$ cat src/rtl/mainmenu_ctrl.sv
// mainmenu_ctrl: main-menu navigation and game-start handshake.
// Five debounced buttons move a highlight over a 2-column option grid.
// Enter latches the highlighted option and requests a game start.
// The menu returns when the game core pulses game_over.
// Optional feature: define MAINMENU_AUTOREPEAT_EN to auto-repeat a held nav button.
module mainmenu_ctrl #(
  parameter logic [23:0] REPEAT_DELAY = 24'd12500000,
  parameter logic [23:0] REPEAT_RATE  = 24'd2500000
) (
  input  logic        clock,
  input  logic        reset,
  input  logic        btn_up,
  input  logic        btn_down,
  input  logic        btn_left,
  input  logic        btn_right,
  input  logic        btn_enter,
  input  logic        start_ack,
  input  logic        game_over,
  output logic [2:0]  sel,
  output logic [28:0] metadata,
  output logic        start_req,
  output logic [2:0]  game_mode,
  output logic        menu_active
);

  localparam logic [1:0] MENU = 2'd0;
  localparam logic [1:0] REQ  = 2'd1;
  localparam logic [1:0] RUN  = 2'd2;

  logic [1:0] state;
  logic [4:0] btnRaw;
  logic [4:0] sync1;
  logic [4:0] sync2;
  logic [4:0] prevSync;
  logic [4:0] press;
  logic [3:0] navReq;
  logic [2:0] navSel;

  // Bit order: [0]=up [1]=down [2]=left [3]=right [4]=enter
  assign btnRaw = {btn_enter, btn_right, btn_left, btn_down, btn_up};

  // Two-flop synchronizers plus edge-detect register, running in every state
  always_ff @(posedge clock or posedge reset) begin
    if (reset) begin
      sync1    <= '0;
      sync2    <= '0;
      prevSync <= '0;
    end else begin
      sync1    <= btnRaw;
      sync2    <= sync1;
      prevSync <= sync2;
    end
  end

  assign press = sync2 & ~prevSync;

`ifdef MAINMENU_AUTOREPEAT_EN
  logic [23:0] repCnt;
  logic        repPhase;
  logic        oneHeld;
  logic        repFire;

  assign oneHeld = (state == MENU) && $onehot(sync2[3:0]);
  // repCnt equals cycles since the press move; after the first repeat it restarts at 1
  assign repFire = oneHeld &&
                   (repPhase ? (repCnt == REPEAT_RATE) : (repCnt == REPEAT_DELAY));

  // Hold-time counter for the single held nav button
  always_ff @(posedge clock or posedge reset) begin
    if (reset) begin
      repCnt   <= '0;
      repPhase <= 1'b0;
    end else if (!oneHeld) begin
      repCnt   <= '0;
      repPhase <= 1'b0;
    end else if (repFire) begin
      repCnt   <= 24'd1;
      repPhase <= 1'b1;
    end else begin
      repCnt   <= repCnt + 24'd1;
    end
  end

  assign navReq = press[3:0] | (repFire ? sync2[3:0] : 4'b0000);
`else
  logic unusedParams;
  assign unusedParams = ^{REPEAT_DELAY, REPEAT_RATE};
  assign navReq = press[3:0];
`endif

  // Next highlight from the highest-priority nav request (up > down > left > right)
  always_comb begin
    navSel = sel;
    if (navReq[0]) begin
      case (sel)
        3'd1:    navSel = 3'd0;
        3'd2:    navSel = 3'd1;
        3'd4:    navSel = 3'd3;
        default: navSel = sel;
      endcase
    end else if (navReq[1]) begin
      case (sel)
        3'd0:    navSel = 3'd1;
        3'd1:    navSel = 3'd2;
        3'd3:    navSel = 3'd4;
        default: navSel = sel;
      endcase
    end else if (navReq[2]) begin
      case (sel)
        3'd3:    navSel = 3'd0;
        3'd4:    navSel = 3'd1;
        default: navSel = sel;
      endcase
    end else if (navReq[3]) begin
      case (sel)
        3'd0:    navSel = 3'd3;
        3'd1:    navSel = 3'd4;
        3'd2:    navSel = 3'd4;
        default: navSel = sel;
      endcase
    end
  end

  // Menu / start-request / running FSM
  always_ff @(posedge clock or posedge reset) begin
    if (reset) begin
      state     <= MENU;
      sel       <= '0;
      game_mode <= '0;
      start_req <= 1'b0;
    end else begin
      case (state)
        MENU: begin
          if (press[4]) begin
            game_mode <= sel;
            start_req <= 1'b1;
            state     <= REQ;
          end else begin
            sel <= navSel;
          end
        end
        REQ: begin
          if (start_ack) begin
            start_req <= 1'b0;
            state     <= RUN;
          end
        end
        RUN: begin
          if (game_over) state <= MENU;
        end
        default: state <= MENU;
      endcase
    end
  end

  assign menu_active = (state == MENU);
  assign metadata    = {sel, 26'd0};

endmodule

$ cat config.mk
export PLATFORM = sky130hd
export DESIGN_NAME = mainmenu_ctrl
export DESIGN_NICKNAME = d
export VERILOG_FILES = /design/src/rtl/mainmenu_ctrl.sv
export SDC_FILE = /design/constraint.sdc
export NUM_CORES = 1
export LEC_CHECK = 0
export CAP_MARGIN = 10
export CELL_PAD_IN_SITES_DETAIL_PLACEMENT = 0
export CELL_PAD_IN_SITES_GLOBAL_PLACEMENT = 1
export CORE_MARGIN = 2
export CORE_UTILIZATION = 34
export CTS_BUF_LIST = sky130_fd_sc_hd__clkbuf_8
export DETAILED_ROUTE_END_ITERATION = 10
export PLACE_DENSITY_LB_ADDON = 0.05
export SLEW_MARGIN = 5
export SYNTH_ARGS = -nofsm -noshare
export SYNTH_HDL_FRONTEND = slang
export SYNTH_SLANG_ARGS = --single-unit
export TNS_END_PERCENT = 20
$ cat constraint.sdc
create_clock -name clock -period 2.2 [get_ports clock]
set_input_delay 0.33 -clock clock [delete_from_list [all_inputs] [get_ports clock]]
set_output_delay 0.33 -clock clock [all_outputs]
set_load 0.03 [all_outputs]
# Word level (Yosys, flattened, before mapping)
# Index checks and enable logic that the tools add are counted.
classes:
  eq_ne: 12
  mux: 15
  bitwise_logic: 3
  n_reduce_logical: 10
op_table:
  columns: ["op", "count"]
  rows:
  - ["one-hot mux 3 bit (3 select lines)", 2]
  - ["2-to-1 mux 3 bit", 4]
  - ["one-hot mux 3 bit (2 select lines)", 2]
  - ["AND reduction 7 bit", 1]
  - ["== test 3 x 2 -> 1 bit (second input constant)", 2]
  - ["2-to-1 mux 2 bit", 3]
  - ["one-hot mux 2 bit (3 select lines)", 1]
  - ["AND reduction 3 bit", 2]
  - ["bitwise AND 5 bit", 1]
  - ["inequality test 5 x 2 -> 1 bit (second input constant)", 1]
  - ["inequality test 5 x 3 -> 1 bit (second input constant)", 1]
  - ["inverter 5 bit", 1]
  - ["nonzero test 5 bit", 1]
  - ["inequality test 2 bit (second input constant)", 2]
  - ["inequality test 4 x 1 -> 1 bit (second input constant)", 1]
  - ["nonzero test 4 bit", 1]
  - ["== test 3 x 1 -> 1 bit (second input constant)", 1]
  - ["== test 3 bit (second input constant)", 1]
  - ["zero test 3 bit", 1]
  - ["== test 2 x 1 -> 1 bit (second input constant)", 1]
  - ["== test 2 bit (second input constant)", 1]
  - ["zero test 2 bit", 1]
  - ["2-to-1 mux 1 bit", 2]
  - ["inequality test 2 x 1 -> 1 bit (second input constant)", 1]
  - ["5 further kinds", 5]
totals:
  reg_bits: 24
  in_bits: 9
  output_inout_bits: 37

# Logic depth before layout (Yosys ltp)
# Gate-level depths: netlist of run 1.
depth:
  word_depth: 7
  mapped_depth: 6
  mapped_depth_nobuf: 5

# Worst setup path before layout of run 1
# No wires, ideal clock.
synth_timing:
  path_type: "flip-flop to flip-flop"
  from: "register sel[0]"
  to: "register sel[1]"
  setup_ns: 0.125
  t_arrival_ns: 1.762
  required_time_ns: 2.075
  slack_ns: 0.313
  path_stages_with_launch: 7
  path_buffers: 1
  cell_sequence: "dfrtp_1 > buf_2 > nand2_1 > o311a_1 > o221ai_1 > and4_4 > mux2_4"
synth_between:
  elab_chain_len: 7
  elab_cells_between_ends: 18
  cone_classes: "7 x eq/ne; 7 x mux; 4 x reduce/logical"
synth_lines:
  columns: ["item", "line_no", "rtl"]
  rows:
  - ["start, declared", "19", "output logic [2:0] sel,"]
  - ["start signal, assigned", "139", "sel <= navSel;"]
  - ["== test 3 x 2 -> 1 bit / == test 3 x 1 -> 1 bit (equally long branches)", "95, 115, 102", null]
  - ["OR reduction 2 bit (no line)", null, null]
  - ["one-hot mux 3 bit (2 select lines)", "115", "case (sel)"]
  - ["2-to-1 mux 3 bit", "114", "end else if (navReq[3]) begin"]
  - ["2-to-1 mux 3 bit", "108", "end else if (navReq[2]) begin"]
  - ["2-to-1 mux 3 bit", "101", "end else if (navReq[1]) begin"]
  - ["2-to-1 mux 3 bit", "94", "if (navReq[0]) begin"]
# Several ways; a longest one is shown, not always the timed one. The select of a mux whose other input is x is not followed.
# A chain may end at the register's enable or synchronous reset.

# Worst setup path in the final report of run 1
layout_timing:
  from: "register sel[1]"
  to: "output port sel[1]"
# No word-level cell between the ends.

==> results of run 1 <==
[cell usage after synthesis (2+ instances only)]
master / instances
mux2_4: 2
nor2_1: 5
nor3_1: 2
buf_4: 29
o31ai_1: 2
and2b_1: 2
dfrtp_1: 24
buf_2: 3
buf_6: 2
mux2i_1: 2
inv_1: 2
o21ai_0: 2
nand3_1: 2
nor3b_1: 2
nand2b_1: 5
a21oi_1: 2
a31oi_1: 3
mux2_1: 2
[stage by stage]
stage	setup WS (ps)	hold WS (ps)	util [%]
detailed placement	331	337	37.6
CTS	146	352	39.1
finish	148	350	39.1
global route	65.0	360	39.1
floorplan	313	331	-
global placement	375	334	37.6
[cell families after synthesis]
family          after synthesis  synth area share [%]
simple gates                 27                  14.0
other cells                   1                 0.300
mux                           7                  6.70
buf+inv                      36                  21.0
flops                        24                  48.0
compound gates               17                  10.0
[final cells by class]
cell class              instances  area, um^2
clock buffers                   4        55.1
flip-flops and latches         24         601
well taps                      48        60.1
multi-input cells              77         482
fillers                       376        2200
repair buffers                 21         205
inverters                       2        7.51
[sequential cells by signal, indices dropped and copies added, names as in the netlist]
name       count
sync1          5
start_req      1
game_mode      3
prevSync       5
sel            3
state          2
sync2          5
[layer usage]
metal  GRT usage [%]  part of all wire (%)  up-vias
met1            15.1                    49      359
met4            3.99                   1.2        0
met2            15.1                    45       37
met3            2.08                   5.0        2
li1                -                     -      364
met5               0                     0        -
[how the worst max path moves through the flow]
stage,start,end,slack (ps),cells after the start
floorplan,sel[0]$_DFFE_PP0P_,sel[1]$_DFFE_PP0P_,310,6
global placement,sel[1]$_DFFE_PP0P_,sel[2]$_DFFE_PP0P_,370,5
detailed placement,sel[1]$_DFFE_PP0P_,sel[2]$_DFFE_PP0P_,330,5
CTS,sel[1]$_DFFE_PP0P_,sel[1],150,1
global route,sel[1]$_DFFE_PP0P_,sel[1],60,1
finish,sel[1]$_DFFE_PP0P_,sel[1],150,1
[power by group]
group	total (mW)	internal, mW	switching (mW)
clock	0.291	0.160	0.132
combinational	0.677	0.300	0.377
sequential	0.641	0.517	0.124
total	1.61	0.977	0.633
==> results.txt, run 1 <==
core footprint: 3610 um^2
layout cells sized above 1: 9.38%
Worst Reg-to-Reg Cells: 5
vias in the first global route: 658
Power Density: 1140 nW/um^2
Power Total: 1.61 mW
CTS tree: yes
Worst Min Path Start: sync1[1]$_DFF_PP0_
#FFs+latches synth: 24
first-pass GRT wire length: 3.30 mm
CP endpoint kind: primary output
gr usage total: 10.4%
post-synthesis sequential area ratio: 48.0%
Routed WL: 2.00 mm
final setup vio count: 0
Hold WC Path Type: flip-flop to flip-flop
status: completed
IO buf count: 19
Synth Area per Inst: 11.2 um^2
H-Tree Depth: 1
Final Hold Vio Count: 0
post-route ant nets: 0
Area Growth Syn to Fin: 12.7%
CTS Buf Count: 3
CP peak stage delay: 770 ps
I/O pin total: 46
crit path kind: flip-flop to primary output
max cap viols: 0
DRT Pass-1 Iters: 4
DRC: 0
Max-slew headroom: 64.5%
Placed Area: 1360 um^2
setup bufs post-CTS: 0
Clk Latency, worst-skew pair: 260 ps
Buf/Inv on CP: 1
Vias: 762
slowest cell on the critical path: clkdlybuf4s50_1
placed wire-length estimate: 1.45 mm
crit share post-route: 93.3%
fin crit period: 2050 ps
critical path peak fanout: 17
gpl congestion: 0.673
Post-Route Setup TNS: 0 ps
Final Max Tran Viols: 0
ranking of synthesized cells by area: dfrtp_1 (48%), buf_4 (17%), nand2b_1 (2.5%)
RSZ-0062 raised after global routing: false
total grt overflow: 0
largest net degree at the start of global routing: 25
Clock Path Buffers: 2
Avg Vias per Cell: 4.33
commonest non-fill, non-tap cell in the layout: conb_1
post-route insts no fill: 176
most frequent cells in the layout: conb_1 (26), dfrtp_1 (24), clkdlybuf4s50_1 (19)
DIE AREA: 4180 um^2
CTS sink count: 24
dominant cell type by area after synthesis: dfrtp_1
Initial DRC Count: 23
Initial Utilization: 34.7%
FF-to-FF setup slack: 310 ps
Setup Skew: 3.43 ps
placed cells: 172
clk root buf: clkbuf_8
Yosys top cell area share: 48.0%
Distinct cells, synth: 37
synth warn: 0
Post-CTS Resized: 0
Hold Path Sink: sync2[1]$_DFF_PP0_
Die Wd: 64.7 um
Clk pin slew, worst setup/hold paths: 80 ps
Worst EP required: 1870 ps
ys flop type: dfrtp_1
fin area: 1410 um^2
Async SR Flop Fraction: 100%
Worst path top cell family by delay: buffers and inverters
routed length per instance: 11.4 um
cell area after synthesis: 1250 um^2
maximum vdd drop: 521 uV
# rows: 22
r2r startpoint: sel[1]$_DFFE_PP0P_
crit path cell chain: clkdlybuf4s50_1
maximum clock rate: 487 MHz
Least-Margin Pin Slew: 533 ps
crit path launch type: flip-flop
Reg2Reg Capture Point: sel[2]$_DFFE_PP0P_
Cells after Synth: 112
Antenna Cells: 0
die height: 64.7 um
WHS Path Cells: 0
Post-synth EDFFs: 0
Leak: 0.637 nW
Arrival @ worst endpoint: 1720 ps
initial antenna violation count: 0
Final nets: 138
Hold Buf Count CTS: 0
Power figures use the tool's default switching activity.
==> inputs of run 2 (changes only) <==
Settings changed: PLACE_DENSITY_LB_ADDON 0.05 to 0.1, SETUP_SLACK_MARGIN set to 0.4.
==> results.txt, run 2 (synthesis gave the netlist of run 1 again) <==
status: completed
r2r startpoint: prevSync[2]$_DFF_PP0_
Avg Vias per Cell: 4.34
CP endpoint kind: primary output
Clk pin slew, worst setup/hold paths: 80 ps
maximum vdd drop: 585 uV
H-Tree Depth: 1
crit path cell chain: clkdlybuf4s50_1
Final Max Tran Viols: 0
Hold Path Sink: sync2[2]$_DFF_PP0_
gr usage total: 10.5%
vias in the first global route: 742
largest net degree at the start of global routing: 25
Buf/Inv on CP: 1
Reg2Reg Capture Point: sel[1]$_DFFE_PP0P_
Worst Min Path Start: sync1[2]$_DFF_PP0_
initial antenna violation count: 0
Die Wd: 64.7 um
biggest regs: prevSync: 5 flops, sync1: 5 flops, sync2: 5 flops
CP peak stage delay: 730 ps
Leak: 0.642 nW
CTS Buf Count: 3
Initial Utilization: 34.7%
Antenna Cells: 0
WHS Path Cells: 0
Final Hold Vio Count: 0
Worst EP required: 1870 ps
DIE AREA: 4180 um^2
CTS tree: yes
RSZ-0062 raised after global routing: true
Initial DRC Count: 52
layout cells sized above 1: 10.9%
Vias: 764
core footprint: 3610 um^2
total grt overflow: 0
slowest cell on the critical path: clkdlybuf4s50_1
# rows: 22
die height: 64.7 um
crit share post-route: 85.2%
fin crit period: 1870 ps
clk root buf: clkbuf_8
Worst Reg-to-Reg Cells: 5
Power Density: 1120 nW/um^2
Arrival @ worst endpoint: 1540 ps
Routed WL: 1.98 mm
Setup Skew: 9.90 ps
gpl congestion: 0.682
FF-to-FF setup slack: 420 ps
Clock Path Buffers: 2
first-pass GRT wire length: 3.41 mm
Clk Latency, worst-skew pair: 260 ps
Final nets: 138
CTS sink count: 24
fin util: 39.0%
DRT Pass-1 Iters: 4
routed length per instance: 11.2 um
Worst path top cell family by delay: buffers and inverters
IO buf count: 19
Hold WC Path Type: flip-flop to flip-flop
final setup vio count: 0
Post-Route Setup TNS: 0 ps
Area Growth Syn to Fin: 12.3%
commonest non-fill, non-tap cell in the layout: conb_1
Hold Buf Count CTS: 0
maximum clock rate: 534 MHz
crit path launch type: flip-flop
placed wire-length estimate: 1.41 mm
critical path peak fanout: 17
most frequent cells in the layout: conb_1 (26), dfrtp_1 (21), clkdlybuf4s50_1 (17)
post-route ant nets: 0
crit path kind: flip-flop to primary output
I/O pin total: 46
max cap viols: 0
DRC: 0
setup bufs post-CTS: 0
-- run 2: area by class of cell --
cell class / count / area [um^2]
Inverter: 2 / 7.51
Sequential cell: 24 / 604
Timing Repair Buffer: 21 / 206
Clock buffer: 3 / 41.3
Multi-Input combinational cell: 77 / 482
Fill cell: 376 / 2200
Tap cell: 48 / 60.1
Clock inverter: 1 / 3.75
-- run 2: routing by layer --
layer	wire length (um)	GRT usage, %	up-vias	part of all wire, %
li1	-	-	363	-
met1	939	13.6	377	48
met2	935	17.1	22	47
met3	81	2.43	2	4.1
met4	19	3.99	0	0.96
met5	0	0	-	0
-- run 2: where the power goes --
| group | total, mW | internal (mW) | switching [mW] |
|---|---|---|---|
| Sequential | 0.647 | 0.523 | 0.124 |
| Clock | 0.252 | 0.124 | 0.127 |
| Combinational | 0.670 | 0.295 | 0.376 |
| Total | 1.57 | 0.942 | 0.627 |
-- run 2: timing repair --
item	CTS	global route
resized for setup	2	2
pin swaps	0	0
hold endpoints to repair	0	0
setup endpoints to repair	9	8
-- run 2: worst max path at each step --
stage	startpoint	to	slack (ps)	cells past startpoint
floorplan	sel[2]$_DFFE_PP0P_	sel[1]$_DFFE_PP0P_	410	5
global placement	sel[1]$_DFFE_PP0P_	sel[1]$_DFFE_PP0P_	390	5
detailed placement	sel[1]$_DFFE_PP0P_	sel[1]$_DFFE_PP0P_	340	5
CTS	sel[2]$_DFFE_PP0P_	sel[2]	250	1
global route	sel[1]$_DFFE_PP0P_	sel[1]	270	1
finish	sel[1]$_DFFE_PP0P_	metadata[27]	330	1
-- run 2: per-stage QoR --
stage	hold slack, ps	setup slack, ps	instances	area, um^2	power, mW
finish	353	326	176	1410	1.57
global route	362	268	176	1410	1.67
CTS	357	254	176	1400	1.58
detailed placement	342	338	172	1360	1.33
global placement	334	389	172	1360	1.33
floorplan	331	408	137	1350	1.18
-- run 2: worst reg2reg max path, delay by kind of cell (launching register included) --
kind             cells  cell delay, ps
flip-flops           1             370
AND/OR/NAND/NOR      2             570
multiplexers         1             300
AO/OA/AOI/OAI        2             430
